<file path="config.mk">
export PLATFORM = sky130hd
export DESIGN_NAME = div_8bit_seq
export DESIGN_NICKNAME = d
export VERILOG_FILES = /design/src/rtl/div_8bit_seq.sv
export SDC_FILE = /design/constraint.sdc
export NUM_CORES = 1
export LEC_CHECK = 0
export CORE_MARGIN = 3
export CORE_UTILIZATION = 27
export DETAILED_ROUTE_END_ITERATION = 16
export GPL_ROUTABILITY_DRIVEN = 1
export PLACE_DENSITY = 0.56
export SETUP_SLACK_MARGIN = 0.1
export SLEW_MARGIN = 20
export SYNTH_ARGS = -nofsm -noshare
export SYNTH_HDL_FRONTEND = slang
export SYNTH_SLANG_ARGS = --single-unit
</file>
<file path="constraint.sdc">
create_clock -name clk -period 4.27 [get_ports clk]
set_clock_uncertainty 0.1 [all_clocks]
set_input_delay 1.0675 -clock clk [delete_from_list [all_inputs] [get_ports clk]]
set_output_delay 1.0675 -clock clk [all_outputs]
set_load 0.01 [all_outputs]
</file>
<file path="src/rtl/div_8bit_seq.sv">
// Sequential restoring divider, signed or unsigned. Latency WIDTH+1 cycles (1 for divide-by-zero).
// No backpressure: start is only sampled while idle; starts seen while busy are dropped, never queued.
module div_8bit_seq #(
    parameter int WIDTH = 8
) (
    input  logic             clk,
    input  logic             rst_n,
    input  logic             start,
    input  logic             signed_mode,
    input  logic [WIDTH-1:0] dividend,
    input  logic [WIDTH-1:0] divisor,
    output logic             busy,
    output logic             done,
    output logic [WIDTH-1:0] quotient,
    output logic [WIDTH-1:0] remainder,
    output logic             zero,
    output logic             div_by_zero,
    output logic             overflow
);

    localparam int CW = $clog2(WIDTH + 1);

    typedef enum logic [1:0] {IDLE, CALC, DONE} state_t;

    state_t           state, state_nxt;
    logic [CW-1:0]    cnt;
    logic [WIDTH-1:0] dvd_q;    // dividend magnitude shifting out, quotient bits shifting in
    logic [WIDTH-1:0] dvs_mag;
    logic [WIDTH:0]   rem;
    logic             q_neg, r_neg, ovf_pending;

    logic             dvd_neg_in, dvs_neg_in;
    logic [WIDTH-1:0] dvd_mag_in, dvs_mag_in;
    logic             ovf_in;
    logic [WIDTH+1:0] rem_sh, diff;
    logic             q_bit;
    logic [WIDTH:0]   rem_nxt;
    logic [WIDTH-1:0] q_mag, q_fin, r_fin;
    logic             last_step;

    // Operand conditioning at acceptance; the most-negative value keeps magnitude 2^(WIDTH-1).
    always_comb begin
        dvd_neg_in = signed_mode & dividend[WIDTH-1];
        dvs_neg_in = signed_mode & divisor[WIDTH-1];
        dvd_mag_in = dvd_neg_in ? (~dividend + 1'b1) : dividend;
        dvs_mag_in = dvs_neg_in ? (~divisor + 1'b1) : divisor;
        ovf_in     = signed_mode && (dividend == {1'b1, {(WIDTH-1){1'b0}}}) && (divisor == '1);
    end

    // One restoring step; sign bit of the widened difference decides keep vs restore.
    always_comb begin
        rem_sh    = {rem, dvd_q[WIDTH-1]};
        diff      = rem_sh - {2'b00, dvs_mag};
        q_bit     = ~diff[WIDTH+1];
        rem_nxt   = q_bit ? diff[WIDTH:0] : rem_sh[WIDTH:0];
        q_mag     = {dvd_q[WIDTH-2:0], q_bit};
        q_fin     = q_neg ? (~q_mag + 1'b1) : q_mag;
        r_fin     = r_neg ? (~rem_nxt[WIDTH-1:0] + 1'b1) : rem_nxt[WIDTH-1:0];
        last_step = (cnt == CW'(WIDTH - 1));
    end

    always_ff @(posedge clk) begin
        if (!rst_n) state <= IDLE;
        else        state <= state_nxt;
    end

    always_comb begin
        state_nxt = state;
        case (state)
            IDLE:    if (start) state_nxt = (divisor == '0) ? DONE : CALC;
            CALC:    if (last_step) state_nxt = DONE;
            DONE:    state_nxt = IDLE;
            default: state_nxt = IDLE;
        endcase
    end

    always_comb begin
        busy = (state != IDLE);
        done = (state == DONE);
    end

    always_ff @(posedge clk) begin
        if (!rst_n) begin
            cnt         <= '0;
            dvd_q       <= '0;
            dvs_mag     <= '0;
            rem         <= '0;
            q_neg       <= 1'b0;
            r_neg       <= 1'b0;
            ovf_pending <= 1'b0;
            quotient    <= '0;
            remainder   <= '0;
            zero        <= 1'b0;
            div_by_zero <= 1'b0;
            overflow    <= 1'b0;
        end else begin
            case (state)
                IDLE: begin
                    if (start) begin
                        cnt         <= '0;
                        dvd_q       <= dvd_mag_in;
                        dvs_mag     <= dvs_mag_in;
                        rem         <= '0;
                        q_neg       <= dvd_neg_in ^ dvs_neg_in;
                        r_neg       <= dvd_neg_in;
                        ovf_pending <= ovf_in;
                        // Divide-by-zero skips iteration; results land in time for the next-cycle done.
                        if (divisor == '0) begin
                            quotient    <= '1;
                            remainder   <= dividend;
                            zero        <= 1'b0;
                            div_by_zero <= 1'b1;
                            overflow    <= 1'b0;
                        end
                    end
                end
                CALC: begin
                    cnt   <= cnt + 1'b1;
                    dvd_q <= q_mag;
                    rem   <= rem_nxt;
                    if (last_step) begin
                        quotient    <= q_fin;
                        remainder   <= r_fin;
                        zero        <= (q_fin == '0);
                        div_by_zero <= 1'b0;
                        overflow    <= ovf_pending;
                    end
                end
                default: ;
            endcase
        end
    end

endmodule

</file>
# [Word level (Yosys, flattened, before mapping)]
# Cells that the tools add are included.
# Widths: inputs -> output; s select.
[word_totals] register_bits=53 input_bits=20 out_inout_bits=21 elab_cells=79
[classes] addsub=6 eq_ne=8 muxes=33 bitwise_logic=8 reduce_logical=11
[op_table] operator="$mux 8" count=11
[op_table] operator="$pmux 8 s2" count=3
[op_table] operator="$add 8x1->8 const B" count=4
[op_table] operator="$not 8->8" count=4
[op_table] operator="$mux 9" count=2
[op_table] operator="$pmux 9 s2" count=1
[op_table] operator="$eq 8x8->1 const B" count=2
[op_table] operator="$logic_not 8->1" count=2
[op_table] operator="$sub 10x8->10" count=1
[op_table] operator="$pmux 4 s2" count=1
[op_table] operator="$mux 1" count=7
[op_table] operator="$mux 2" count=3
[op_table] operator="$ne 2x2->1 const B" count=3
[op_table] operator="$pmux 1 s2" count=3
[op_table] operator="$reduce_and 2->1" count=3
[op_table] operator="$add 4x1->4 const B" count=1
[op_table] operator="$eq 4x3->1 const B" count=1
[op_table] operator="$mux 4" count=1
[op_table] operator="$pmux 2 s2" count=1
[op_table] operator="$reduce_and 4->1" count=1
[op_table] operator="$reduce_bool 2->1" count=2
[op_table] operator="$and 1x1->1" count=2
[op_table] operator="$eq 2x1->1 const B" count=1
[op_table] operator="$eq 2x2->1 const B" count=1
[op_table] operator="other kinds (4)" count=5

# [Longest topological paths before layout]
[logic_depth] depth_word=8 depth_mapped=17 mapped_depth_nobuf=16

# [Least setup slack after synthesis]
# No wires, ideal clock.
[synth_timing] path_kind="register to register" start="reg dvs_mag[6]" end="reg remainder[6]" setup_time_ps=133 arrival_time_ps=2798 required_time_ps=4037 slack_ps=1240 stages_incl_launch_ff=16 n_path_buf=1 synth_period_minus_slack_ps=3030 path_cell_list="dfxtp_1 -> inv_1 -> ha_1 -> a21o_1 -> a211o_1 -> a41oi_2 -> xnor2_2 -> buf_2 -> nand2_1 -> o21ai_0 -> ha_1 -> nand2_1 -> o41ai_1 -> xnor2_1 -> a21oi_1 -> a21oi_1"
[synth_via] elab_chain_len=7
[synth_lines] element="start: declaration" line="28" text="logic [WIDTH-1:0] dvs_mag;"
[synth_lines] element="start signal: assignment" line="102" text="dvs_mag <= dvs_mag_in;"
[synth_lines] element="$sub 10x8->10 *" line="53" text="diff = rem_sh - {2'b00, dvs_mag};"
[synth_lines] element="$mux 9 *" line="55" text="rem_nxt = q_bit ? diff[WIDTH:0] : rem_sh[WIDTH:0];"
[synth_lines] element="$not 8->8" line="58" text="r_fin = r_neg ? (~rem_nxt[WIDTH-1:0] + 1'b1) : rem_nxt[WIDTH-1:0];"
[synth_lines] element="$add 8x1->8" line="58"
[synth_lines] element="$mux 8 *" line="58"
[synth_lines] element="$mux 8 *" line="121" text="if (last_step) begin"
[synth_lines] element="$pmux 8 s2 *" line="97" text="case (state)"
[synth_lines] element="end signal: assignment" line="110" text="remainder <= dividend;"
[synth_lines] element="end signal: assignment" line="123" text="remainder <= r_fin;"
[synth_lines] element="end: declaration" line="15" text="output logic [WIDTH-1:0] remainder,"
# Mark *: on every way between the ends. The rest lies on a longest branch, timed or not. The select of a mux whose other input is x is not followed.
# A chain may end at the register's enable or synchronous reset.

# [Final worst setup path]
[layout_timing] start="reg rem[1]" end="reg remainder[6]"
[layout_via] elab_chain_len=7
[layout_lines] element="start: declaration" line="29" text="logic [WIDTH:0] rem;"
[layout_lines] element="start signal: assignment" line="120" text="rem <= rem_nxt;"
[layout_lines] element="$sub 10x8->10" line="53"
[layout_lines] element="$mux 9 *" line="55"
[layout_lines] element="$not 8->8" line="58"
[layout_lines] element="$add 8x1->8" line="58"
[layout_lines] element="$mux 8 *" line="58"
[layout_lines] element="$mux 8 *" line="121"
[layout_lines] element="$pmux 8 s2 *" line="97"
# Marks and branches as above.

==> flow_metrics.py <==
metrics = {
    "timing": {
        "setup_viol": 0,
        "fin_ws_ns": 0.780,
        "fin_crit_sh_pct": 81.7,
        "tightest_slew_ns": 0.994,
        "layout_min_cycle_time_ns": 3.49,
        "setup_tns_ns": 0,
        "relSlewSlack_pct": 33.6,
        "fmax_mhz": 287,
        "rsz0062_at_grt": "false",
        "drv_slew": 0,
        "finalHoldViolCount": 0,
    },
    "floorplanning": {
        "die_w_um": 118,
        "core_um2": 12100,
        "dieArea_um2": 13900,
        "die_h_um": 118,
        "io_pins": 41,
        "initial_core_util_pct": 27.9,
        "rows": 40,
    },
    "pwr": {
        "power_frac_clock_pct": 24.9,
        "p_switching_uw": 749,
        "leakagePower_uw": 0.00158,
        "seq_power_share_pct": 29.8,
        "p_comb_share_pct": 45.3,
        "max-vdd-ir-drop_mv": 0.212,
        "power_density_nw_per_um2": 473,
        "p_int_uw": 1200,
        "p_sw_share_pct": 38.5,
    },
    "layout": {
        "layout-drive-gt1-share_pct": 5.51,
        "multi_input_area_um2": 2120,
        "fillCellCount": 1294,
        "area_growth_pct": 21.4,
        "seqCellArea_um2": 1060,
        "nets": 487,
        "diodes": 0,
    },
    "placement": {
        "dp_slack_ns": 0.534,
        "port_buffers": 40,
        "hpwl_mm": 6.71,
        "gp_congestion": 0.860,
    },
    "global_routing": {
        "grt_max_degree": 55,
        "grt_pass1_vias": 2909,
        "antenna_found_initial": 0,
        "track_usage_pct": 13.1,
        "grt_pass1_wl_mm": 15.2,
        "grt_overflow": 0,
    },
    "routing": {
        "wire_per_inst_um": 14.5,
        "via_count": 3057,
        "drt_pass1_iterations": 4,
        "drtIter0Drc": 164,
        "wl_mm": 9.00,
        "ant_nets": 0,
        "vias_per_cell": 4.91,
        "drc": 0,
    },
    "yosys": {
        "ys_seq_elements": 53,
        "mappedNetlistNets": 461,
        "syn_inst": 427,
        "synth_ff_type": "dfxtp_1",
        "yosysWarnings": 0,
        "synth.cell_area_um2": 3380,
        "synth.distinct_cells": 54,
        "avgSynthCellArea_um2": 7.92,
        "synth_edf_count": 0,
        "async_reset_ff_share_pct": 0,
        "yosysSeqAreaShare_pct": 31.4,
    },
    "clock_network": {
        "cts_tree": "yes",
        "clock_latency_ns": 0.30,
        "post_cts_resized": 0,
        "cts_made_buffers": 5,
        "clock_sinks": 53,
        "ctsHoldBuffers": 0,
        "clkTransAtPathRegs_ns": 0.07,
        "htreeDepth": 2,
        "cts_setup_buffers": 0,
        "cts-root-buf": "clkbuf_16",
        "cts_buffer_depth": 2,
    },
    "worst_setup_path": {
        "path_class": "reg -> reg",
        "cp.required_ns": 4.34,
        "critPathMaxStageDelay_ns": 0.51,
        "critPathSlowestCell": "xnor2_2",
        "cp_cell_sequence": "ha_1 > nand3_1 > o21ai_2 > a41oi_2 > xnor2_2 > mux2i_1 > ha_1 > nand2_1 > o41ai_1 > xnor2_1 > a21oi_1 > a21oi_1",
        "critPathCaptureType": "flip-flop",
        "critical_path_peak_fanout": 11,
        "cp-start-kind": "flip-flop",
        "cp.arrival_ns": 3.56,
    },
    "job": {
        "timing.max_cap.violations": 0,
    },
    "run_status": {
        "status": "finished, final reports clean",
    },
    "hold_path": {
        "min_path_type": "reg -> reg",
    },
}
==> registers in the layout, summed over array words and instances (netlist names) <==
register and flops:
rem 9, dvd_q 8, dvs_mag 8, quotient 8
remainder 8, cnt 4, state 2, div_by_zero 1
overflow 1, ovf_pending 1, q_neg 1, r_neg 1
zero 1
==> cells in the mapped netlist (8+ instances only) <==
cell | number | area [um2]
dfxtp_1 | 53 | 1060
nand2_1 | 38 | 143
o21ai_0 | 34 | 170
a21oi_1 | 29 | 145
nand3_1 | 26 | 130
nor2_1 | 22 | 82.6
clkbuf_1 | 21 | 78.8
inv_1 | 21 | 78.8
xnor2_1 | 17 | 149
xor2_1 | 14 | 123
and2_1 | 13 | 81.3
ha_1 | 13 | 163
nor2b_1 | 10 | 62.6
a21boi_0 | 8 | 60.1
==> logic make-up after synthesis <==
logic type | after synthesis | share of synthesized area, %
flip-flops | 53 | 31.4
XOR/XNOR | 32 | 8.51
AND/OR/NAND/NOR | 143 | 21.4
AO/OA/AOI/OAI | 127 | 24.8
buffers and inverters | 50 | 6.03
multiplexers | 8 | 2.51
adder cells (fa/ha/maj) | 14 | 5.40
==> layout by cell type (no fill, tap or decap), types with 6 or more instances in the layout <==
cell	instances
a211oi_1	6
a21boi_0	8
a21oi_1	28
a31oi_1	7
and2_1	13
buf_4	8
clkdlybuf4s50_1	40
dfxtp_1	53
ha_1	13
inv_1	21
mux2i_1	7
nand2_1	38
nand3_1	26
nor2_1	22
nor2b_1	10
o211a_1	7
o211ai_1	7
o21ai_0	34
or3_1	7
xnor2_1	17
xor2_1	14
==> layer usage <==
layer	track usage [%]	vias to the layer above	share of wire [%]	wire (um)
li1	-	1566	-	-
met1	19.5	1415	52	4660
met3	1.92	10	4.5	405
met5	0	-	0	0
met4	3.22	0	1.1	102
met2	19.8	66	43	3830
==> power by group through the flow <==
stage          Combinational, uW  Sequential (uW)  Clock, uW
4_1_cts                      887              579        495
3_5_place_dp                 881              591          0
6_report                     881              579        485
2_1_floorplan                716              570          0
3_3_place_gp                 871              591          0
5_1_grt                      983              586        513
==> worst max-delay path, delay by kind of cell (launching register included) <==
family | cells | cell delay, ns
compound gates | 5 | 0.99
fa+ha+maj | 2 | 0.68
xor+xnor | 2 | 0.62
flops | 1 | 0.41
mux | 1 | 0.36
simple gates | 2 | 0.20
==> area by class of cell <==
type / count / share of cell area [%]
repair buffers: 48 / 11.2
clock inverters: 2 / 0.914
well taps: 168 / 5.12
clock buffers: 6 / 3.38
flip-flops and latches: 53 / 25.8
inverters: 21 / 1.92
multi-input cells: 324 / 51.6
==> worst paths after layout <==
kind	from	to	slack (ns)	cells past startpoint
setup / recovery	rem[1]	remainder[6]	0.78	12
hold / removal	dvs_mag[7]	dvs_mag[7]	0.38	2
setup reg to reg	rem[1]	remainder[6]	0.78	12
hold reg to reg	dvs_mag[7]	dvs_mag[7]	0.38	2
==> metrics by stage <==
| stage | cells | hold slack [ns] | util, % | total power, uW | cell area [um2] |
|---|---|---|---|---|---|
| finish | 622 | 0.376 | 33.9 | 1950 | 4110 |
| global route | 622 | 0.422 | 33.9 | 2080 | 4110 |
| CTS | 622 | 0.376 | 33.9 | 1960 | 4110 |
| detailed placement | 614 | 0.366 | 32.5 | 1470 | 3930 |
| global placement | 614 | 0.360 | 32.5 | 1460 | 3930 |
| floorplan | 427 | 0.343 | - | 1290 | 3380 |
Note: power is estimated with default switching activity, not from simulation.
